===== src/rtl/div_unit.sv =====
// Radix-2 restoring divider for DIV/DIVU: one quotient bit per cycle,
// with divide-by-zero short path and in-flight cancellation.
module div_unit (
    input  logic        clk,
    input  logic        rst,
    input  logic        signed_div_i,
    input  logic [31:0] opdata1_i,
    input  logic [31:0] opdata2_i,
    input  logic        start_i,
    input  logic        annul_i,
    output logic [63:0] result_o,
    output logic        ready_o
);

    typedef enum logic [1:0] {
        ST_FREE   = 2'd0,
        ST_BYZERO = 2'd1,
        ST_ON     = 2'd2,
        ST_END    = 2'd3
    } state_e;

    state_e      state_q,    state_d;
    logic [5:0]  cnt_q,      cnt_d;
    logic [64:0] dividend_q, dividend_d;
    logic [31:0] divisor_q,  divisor_d;
    logic        neg1_q,     neg1_d;
    logic        neg2_q,     neg2_d;
    logic [63:0] result_q,   result_d;
    logic        ready_q,    ready_d;

    logic [32:0] diff;
    logic [31:0] abs1;
    logic [31:0] abs2;
    logic [31:0] quot;
    logic [31:0] rem;

    always_comb begin
        state_d    = state_q;
        cnt_d      = cnt_q;
        dividend_d = dividend_q;
        divisor_d  = divisor_q;
        neg1_d     = neg1_q;
        neg2_d     = neg2_q;
        result_d   = result_q;
        ready_d    = ready_q;

        diff = {1'b0, dividend_q[63:32]} - {1'b0, divisor_q};
        abs1 = (signed_div_i && opdata1_i[31]) ? (~opdata1_i + 32'd1) : opdata1_i;
        abs2 = (signed_div_i && opdata2_i[31]) ? (~opdata2_i + 32'd1) : opdata2_i;

        // Quotient sign follows the operand signs, remainder follows the dividend
        quot = dividend_q[31:0];
        rem  = dividend_q[64:33];
        if (neg1_q ^ neg2_q) quot = ~quot + 32'd1;
        if (neg1_q)          rem  = ~rem + 32'd1;

        unique case (state_q)
            ST_FREE: begin
                ready_d  = 1'b0;
                result_d = 64'd0;
                if (start_i && !annul_i) begin
                    neg1_d    = signed_div_i & opdata1_i[31];
                    neg2_d    = signed_div_i & opdata2_i[31];
                    divisor_d = abs2;
                    if (opdata2_i == 32'd0) begin
                        state_d = ST_BYZERO;
                    end else begin
                        state_d    = ST_ON;
                        cnt_d      = 6'd0;
                        dividend_d = {32'd0, abs1, 1'b0};
                    end
                end
            end
            ST_BYZERO: begin
                state_d  = ST_END;
                result_d = 64'd0;
                ready_d  = 1'b1;
            end
            ST_ON: begin
                if (annul_i) begin
                    state_d  = ST_FREE;
                    cnt_d    = 6'd0;
                    ready_d  = 1'b0;
                    result_d = 64'd0;
                end else if (cnt_q != 6'd32) begin
                    if (diff[32]) dividend_d = {dividend_q[63:0], 1'b0};
                    else          dividend_d = {diff[31:0], dividend_q[31:0], 1'b1};
                    cnt_d = cnt_q + 6'd1;
                end else begin
                    state_d  = ST_END;
                    cnt_d    = 6'd0;
                    result_d = {rem, quot};
                    ready_d  = 1'b1;
                end
            end
            ST_END: begin
                if (!start_i) begin
                    state_d  = ST_FREE;
                    ready_d  = 1'b0;
                    result_d = 64'd0;
                end
            end
            default: state_d = ST_FREE;
        endcase
    end

    always_ff @(posedge clk) begin
        if (rst) begin
            state_q    <= ST_FREE;
            cnt_q      <= 6'd0;
            dividend_q <= 65'd0;
            divisor_q  <= 32'd0;
            neg1_q     <= 1'b0;
            neg2_q     <= 1'b0;
            result_q   <= 64'd0;
            ready_q    <= 1'b0;
        end else begin
            state_q    <= state_d;
            cnt_q      <= cnt_d;
            dividend_q <= dividend_d;
            divisor_q  <= divisor_d;
            neg1_q     <= neg1_d;
            neg2_q     <= neg2_d;
            result_q   <= result_d;
            ready_q    <= ready_d;
        end
    end

    assign result_o = result_q;
    assign ready_o  = ready_q;

endmodule

===== config.mk =====
export PLATFORM = sky130hd
export DESIGN_NAME = div_unit
export DESIGN_NICKNAME = d
export VERILOG_FILES = /design/src/rtl/div_unit.sv
export SDC_FILE = /design/constraint.sdc
export NUM_CORES = 1
export LEC_CHECK = 0
export BUFFER_PORTS_ARGS = -buffer_cell sky130_fd_sc_hd__buf_4
export CAP_MARGIN = 25
export CORE_ASPECT_RATIO = 1.4
export CORE_MARGIN = 8
export CORE_UTILIZATION = 55
export DETAILED_ROUTE_END_ITERATION = 6
export PLACE_DENSITY = 0.87
export SETUP_SLACK_MARGIN = 0.3
export SLEW_MARGIN = 25
export SYNTH_ARGS = -nofsm -noshare
export SYNTH_HDL_FRONTEND = slang
export SYNTH_SLANG_ARGS = --single-unit

===== constraint.sdc =====
create_clock -name clk -period 3.6 [get_ports clk]
set_clock_uncertainty 0.05 [all_clocks]
set_input_delay 0.18 -clock clk [delete_from_list [all_inputs] [get_ports clk]]
set_output_delay 0.18 -clock clk [all_outputs]
set_load 0.01 [all_outputs]

## Word level (Yosys, flattened, before mapping)

Index checks and enable logic that the tools add are counted.

- Add/sub/neg operators: 6
- Equal/unequal tests: 10
- Muxes and demuxes: 29
- Bitwise logic cells: 7
- Reduce and logical (&&, ||, !) cells: 13

Operator list:

| kind | count |
|---|---|
| $mux W65 | 5 |
| $mux W64 | 3 |
| $pmux W64 S3 | 1 |
| $pmux W65 S2 | 1 |
| $add A32 B1 Y32 const B | 4 |
| $mux W32 | 4 |
| $not A32 Y32 | 4 |
| $sub A32 B32 Y33 | 1 |
| $logic_not A32 Y1 | 1 |
| $mux W6 | 4 |
| $pmux W6 S2 | 1 |
| $mux W2 | 5 |
| $ne A2 B2 Y1 const B | 5 |
| $pmux W2 S4 | 1 |
| $add A6 B1 Y6 const B | 1 |
| $ne A6 B6 Y1 const B | 1 |
| $reduce_and A3 Y1 | 2 |
| $reduce_and A5 Y1 | 1 |
| $eq A2 B2 Y1 const B | 2 |
| $pmux W1 S4 | 1 |
| $reduce_and A2 Y1 | 2 |
| $logic_and A1 B1 Y1 | 3 |
| $mux W1 | 3 |
| $ne A3 B3 Y1 const B | 1 |
| other kinds (7) | 8 |

- Flip-flop bits (word level): 172
- Input port bits: 69
- Output and inout port bits: 65
- Logic and storage cells: 73

## Depth between registers and ports, before layout

Gate-level depths: netlist of run 1.

- Depth in word-level cells: 6
- Depth in mapped cells: 13

## Worst setup path after synthesis of run 1

OpenSTA, ideal clock, no wires.

- Kind: reg-to-reg
- Start: register dividend_q[37]
- End: register dividend_q[33]
- Data arrival time: 2.911 ns
- Required time: 3.433 ns
- Path slack: 0.522 ns
- Stages on the path, launching flop included: 12
- Clock period less this slack: 3.078 ns
- Path through: dfxtp_1 ha_1 a21o_1 a211o_1 o22a_1 a211oi_1 o221ai_1 o21ai_1 and2_1 clkbuf_1 o21ai_1 a22o_1

- Cells in the longest elaborated chain, start to end: 5

RTL lines:

| item | line | RTL |
|---|---|---|
| start, declared | 24 | `logic [64:0] dividend_q, dividend_d;` |
| start signal, assigned | 120 | `dividend_q <= dividend_d;` |
| $sub A32 B32 Y33 | 47 | `diff = {1'b0, dividend_q[63:32]} - {1'b0, divisor_q};` |
| $mux W65 | 86 | `if (diff[32]) dividend_d = {dividend_q[63:0], 1'b0};` |
| $mux W65 | 85 | `end else if (cnt_q != 6'd32) begin` |
| $mux W65 | 80 | `if (annul_i) begin` |
| $pmux W65 S2 | 57 | `unique case (state_q)` |

Every way passes these cells. The select of a mux whose other input is x is not followed.
A chain may end at the register's enable or synchronous reset.

## Worst setup path after layout of run 1

- Start: register dividend_q[39]
- End: register result_q[61], in the netlist result_o[61]

- Cells in the longest elaborated chain, start to end: 6

RTL lines:

| item | line | RTL |
|---|---|---|
| $not A32 Y32 | 55 | `if (neg1_q) rem = ~rem + 32'd1;` |
| $add A32 B1 Y32 | 55 |  |
| $mux W32 | 55 |  |
| $mux W64 | 85 |  |
| $mux W64 | 80 |  |
| $pmux W64 S3 | 57 |  |
| end signal, assigned | 124 | `result_q <= result_d;` |
| end, declared | 28 | `logic [63:0] result_q, result_d;` |

Every way passes these cells. The select of a mux whose other input is x is not followed.

==> results of run 1 <==
[per-layer routing]
layer	share of wire, %	track usage (%)	vias to the layer above
li1	-	-	5255
met1	36	26.23	5060
met2	53	48.85	401
met3	4.9	4.392	120
met4	5.4	16.22	0
met5	0	0	-
[power by group]
| part | leakage, nW | total (W) | switching [W] | internal, W |
|---|---|---|---|---|
| Combinational | 3.42 | 0.00241 | 0.00151 | 0.000900 |
| Sequential | 1.39 | 0.00223 | 0.000163 | 0.00206 |
| Clock | 0.278 | 0.00184 | 0.000860 | 0.000985 |
[cell type report]
class                           instances  share of cell area, %
Multi-Input combinational cell       1109                  54.12
Sequential cell                       172                  26.84
Timing Repair Buffer                  178                  10.55
Clock buffer                           19                  3.373
Tap cell                              248                  2.418
Inverter                               53                  1.550
Clock inverter                         13                  1.150
[state kept, by name (all words and copies together) (netlist names)]
register and count:
neg1_q 1, cnt_q 6, divisor_q 32, neg2_q 1
result_o 64, ready_o 1, state_q 2, dividend_q 65
[cell families (layout without fill, tap and decap cells)]
kind of cell / count (synthesis) / after routing / share of synthesized area, %
fa+ha+maj: 45 / 45 / 5.278
flops: 172 / 172 / 31.85
xor+xnor: 139 / 139 / 11.26
simple gates: 484 / 484 / 20.47
mux: 22 / 22 / 2.037
compound gates: 419 / 419 / 24.60
buf+inv: 129 / 263 / 4.502
[through the flow]
step / total power, W / std cells / setup WS, ns
2_1_floorplan: 0.003887 / 1410 / 0.5217
3_3_place_gp: 0.004536 / 1753 / 0.3246
3_5_place_dp: 0.004596 / 1753 / 0.2107
4_1_cts: 0.006441 / 1792 / 0.3159
5_1_grt: 0.006817 / 1792 / 0.3145
6_report: 0.006479 / 1792 / 0.4568
[worst max-delay path: stages, from the launching register on]
cell	delay, ns
dfxtp_1	0.33
buf_4	0.16
or4_4	0.54
nor3_2	0.13
or3b_1	0.40
or2_4	0.26
or3_4	0.34
or3_4	0.38
o31ai_4	0.19
xnor2_1	0.08
a22o_1	0.18
[synth_stat cells, types with 13 or more instances]
| cell | instances | area, um^2 |
|---|---|---|
| dfxtp_1 | 172 | 3443 |
| mux2i_1 | 22 | 220.2 |
| ha_1 | 44 | 550.5 |
| o41ai_1 | 15 | 131.4 |
| nor3_1 | 36 | 180.2 |
| a22oi_1 | 29 | 217.7 |
| xnor2_1 | 93 | 814.5 |
| nor4_1 | 13 | 81.33 |
| a22o_1 | 29 | 254.0 |
| o21ai_0 | 107 | 535.5 |
| nor2_1 | 143 | 536.8 |
| a21oi_1 | 127 | 635.6 |
| clkbuf_1 | 68 | 255.2 |
| nand3_1 | 23 | 115.1 |
| xor2_1 | 46 | 402.9 |
| nand2_1 | 179 | 671.9 |
| or3_1 | 18 | 112.6 |
| a211oi_1 | 26 | 195.2 |
| inv_1 | 53 | 198.9 |
| o211ai_1 | 14 | 105.1 |
| o31ai_1 | 19 | 142.6 |
[final timing paths]
check | start | endpoint | slack [ns] | depth (start not counted)
setup / recovery | dividend_q[39]$_SDFFE_PP0P_ | result_o[61]$_SDFFE_PP0P_ | 0.46 | 10
hold / removal | opdata2_i[25] | divisor_q[25]$_SDFFE_PP0P_ | 0.006 | 3
setup reg to reg | dividend_q[39]$_SDFFE_PP0P_ | result_o[61]$_SDFFE_PP0P_ | 0.46 | 10
hold reg to reg | ready_o$_SDFFE_PP0P_ | ready_o$_SDFFE_PP0P_ | 0.40 | 2
[what timing repair did]
item / in CTS / in global routing
hold endpoints to repair: 7 / 0
endpoints found under the setup margin: 19 / 35
resized for setup: 1 / 9
pin swaps: 0 / 0
hold buffers: 7 / 0
==> impl_metrics.json, run 1 <==
{
  "status": "complete, but fails checks",
  "violations": "design-rule violations",
  "htree_levels": 4,
  "layout_common_cells": "nand2_1, dfxtp_1, buf_4",
  "io_buffers": 133,
  "finalMaxSlewViolations": 0,
  "die_h_um": 181.9,
  "drv_cap": 0,
  "cp-start-kind": "flop",
  "hpwl_mm": 24.72,
  "required_ns": 3.88,
  "fmax_mhz": 318.1,
  "yosysUniqueCellTypes": 57,
  "period_minus_slack_ns": 3.143,
  "cp_data_arrival_time_ns": 3.43,
  "synth_fp_nets": 1524,
  "dieArea_mm2": 0.02446,
  "regArea_mm2": 0.003445,
  "rsz0062_at_grt": "no",
  "hold_viol": 0,
  "grt_pass1_wl_mm": 52.22,
  "synth_seq_cells": 172,
  "diodes": 0,
  "peakVddDrop_mv": 0.3530,
  "clk_latency_ns": 0.44,
  "syn_area_per_cell_um2": 7.667,
  "start_util_pct": 56.25,
  "vias_per_cell": 6.047,
  "die_w_um": 134.5,
  "cts.sinks": 172,
  "drt_iter0_drc": 662,
  "finalCritPeriodShare_pct": 87.31,
  "grt_overflow": 0,
  "gp_congestion": 0.9591,
  "path_clk_slew_ns": 0.07,
  "first_pass_iters": 7,
  "ant_nets": 0,
  "final_area_mm2": 0.01283,
  "path_class": "flop to flop",
  "tightest_slew_ns": 0.7762,
  "via_count": 10836,
  "drc_errors": 4,
  "syn2layout_area_growth_pct": 18.72,
  "multi_input_area_mm2": 0.006945,
  "n_fill_cell": 1645,
  "core_mm2": 0.01922,
  "yosys_warnings": 0,
  "postPlaceCellArea_mm2": 0.01215,
  "drive_gt1_share_pct": 14.77,
  "fin_util_pct": 66.78,
  "timing.slew.headroom_pct": 47.85,
  "synthesis.area_mm2": 0.01081,
  "grt_max_degree": 67,
  "p_leak_nw": 5.096,
  "ys.flop_type": "dfxtp_1",
  "grt_pass1_vias": 10767,
  "track_usage_pct": 26.18,
  "antenna_found_initial": 0,
  "min_path_type": "primary input to flop",
  "io_pins": 134,
  "clockRootBuffer": "clkbuf_16",
  "final_nets": 1645,
  "final_common_cell": "nand2_1",
  "numCtsBuffers": 17,
  "synth_edf_count": 0,
  "p_per_area_mw_per_mm2": 504.8,
  "clock_path_buffers": 2,
  "synth_cells": 1410,
  "crit_path_end_kind": "flop",
  "setup_viol": 0,
  "fin_tns_setup_ns": 0,
  "cts_tree": "built",
  "drt-total-wl_mm": 32.69,
  "synth-async-reset-ratio_pct": 0,
  "ys_seq_area_share_pct": 31.85,
  "whs_ns": 0.005915,
  "routedWlPerCell_um": 18.24,
  "post_cts_buffers": 0,
  "num_rows": 60,
  "crit_fanout": 6
}
Power figures use the tool's default switching activity.
==> run 2, diff against run 1 <==
Settings changed: RECOVER_POWER from default to 100.
==> impl_metrics.json, run 2 (synthesis results as in run 1) <==
{
  "n_fill_cell": 1732,
  "hpwl_mm": 24.72,
  "final_area_mm2": 0.01253,
  "r2r-start": "dividend_q[37]$_SDFFE_PP0P_",
  "core_mm2": 0.01922,
  "num_rows": 60,
  "top_register": "dividend_q",
  "setup_viol": 0,
  "track_usage_pct": 26.18,
  "drive_gt1_share_pct": 9.845,
  "grt_max_degree": 67,
  "antenna_found_initial": 0,
  "final_common_cell": "nand2_1",
  "postPlaceCellArea_mm2": 0.01215,
  "cp-start-kind": "flop",
  "path_clk_slew_ns": 0.07,
  "die_h_um": 181.9,
  "multi_input_area_mm2": 0.006930,
  "rsz0062_at_grt": "no",
  "largest_register_ffs": 65,
  "seq_power_share_pct": 34.6,
  "gp_congestion": 0.9591,
  "ant_nets": 0,
  "clockRootBuffer": "clkbuf_16",
  "drt-total-wl_mm": 32.57,
  "crit_fanout": 7,
  "finalCritPeriodShare_pct": 89.48,
  "cp_data_arrival_time_ns": 3.52,
  "fin_util_pct": 65.20,
  "final_nets": 1645,
  "drv_cap": 0,
  "grt_pass1_wl_mm": 52.22,
  "crit_path_end_kind": "flop",
  "period_minus_slack_ns": 3.221,
  "peakVddDrop_mv": 0.3527,
  "syn2layout_area_growth_pct": 15.91,
  "worstHoldStart": "opdata2_i[25]",
  "drt_iter0_drc": 746,
  "numCtsBuffers": 17,
  "first_pass_iters": 5,
  "clock_path_buffers": 2,
  "status": "finished, final reports clean",
  "finalMaxSlewViolations": 0,
  "min_path_type": "primary input to flop",
  "via_count": 10825,
  "die_w_um": 134.5,
  "swShare_pct": 39.20,
  "fin_tns_setup_ns": 0,
  "diodes": 0,
  "finalPower_w": 0.006435,
  "p_leak_nw": 4.787,
  "p_switching_w": 0.002522,
  "cp-startpoint": "dividend_q[37]$_SDFFE_PP0P_",
  "routedWlPerCell_um": 18.17,
  "intPower_w": 0.003913,
  "cts.sinks": 172,
  "grt_pass1_vias": 10767,
  "io_pins": 134,
  "tightest_slew_ns": 1.180,
  "cts_tree": "built",
  "p_per_area_mw_per_mm2": 513.6,
  "io_buffers": 133,
  "drc_errors": 0,
  "vias_per_cell": 6.041,
  "post_cts_buffers": 0,
  "path_class": "flop to flop",
  "grt_overflow": 0,
  "dieArea_mm2": 0.02446,
  "p_clk_share_pct": 28.7,
  "regArea_mm2": 0.003445,
  "timing.slew.headroom_pct": 21.36,
  "pwr-share-comb_pct": 36.7,
  "layout_common_cells": "nand2_1, dfxtp_1, nor2_1",
  "htree_levels": 4,
  "hold_viol": 0,
  "fmax_mhz": 310.4,
  "clk_latency_ns": 0.44,
  "start_util_pct": 56.25,
  "required_ns": 3.90
}
run 2: changes by cell type in the layout (fill, tap and decap cells not counted), sizes merged:
cell / before / now
buf: 171 / 92
clkbuf: 19 / 98
run 2: per-layer routing:
metal | share of wire (%) | routed length [um] | track usage, %
met1 | 36 | 11840 | 26.23
met2 | 53 | 17340 | 48.85
met3 | 4.9 | 1597 | 4.392
met4 | 5.5 | 1793 | 16.22
met5 | 0 | 0 | 0
run 2: path summary, 6_finish.rpt:
kind / endpoint / slack, ns / depth (start not counted)
worst max-delay path: dividend_q[50]$_SDFFE_PP0P_ / 0.38 / 11
worst min-delay path: divisor_q[25]$_SDFFE_PP0P_ / 0.007 / 3
worst max register to register: dividend_q[50]$_SDFFE_PP0P_ / 0.38 / 11
worst min register to register: ready_o$_SDFFE_PP0P_ / 0.40 / 2
run 2: critical path, cell delays in order (launching register included):
cell	delay, ns
dfxtp_1	0.42
ha_1	0.31
a21o_1	0.19
a211o_1	0.22
o22a_2	0.26
a211oi_2	0.32
o221ai_2	0.18
o21ai_1	0.41
nand2_2	0.21
buf_4	0.24
mux2i_1	0.12
o21ai_0	0.20
run 2: power groups by stage:
stage	sequential [W]	combinational, W	clock, W
finish	0.00222	0.00236	0.00185
global route	0.00224	0.00260	0.00193
CTS	0.00222	0.00236	0.00185
detailed placement	0.00226	0.00233	0
global placement	0.00225	0.00228	0
floorplan	0.00222	0.00167	0
run 2: through the flow:
stage	hold WS (ns)	setup slack, ns	std cells
final	0.006857	0.3788	1792
after global routing	0.02859	0.1649	1792
after CTS	0.001827	0.3159	1792
after detailed placement	0.3934	0.2107	1753
after global placement	0.3907	0.3246	1753
after floorplan	0.2660	0.5217	1410
run 2: cell type report:
cell class / count / share of cell area [%]
clock buffer: 19 / 3.455
multi-input combinational: 1109 / 55.31
timing repair buffer: 178 / 8.507
inverter: 53 / 1.588
clock inverter: 13 / 1.178
sequential: 172 / 27.49
tap: 248 / 2.476
run 2: what timing repair did:
action / CTS / global route
resized for setup: 1 / 9
hold buffers: 7 / 0
hold endpoints to repair: 7 / 0
endpoints found under the setup margin: 19 / 35
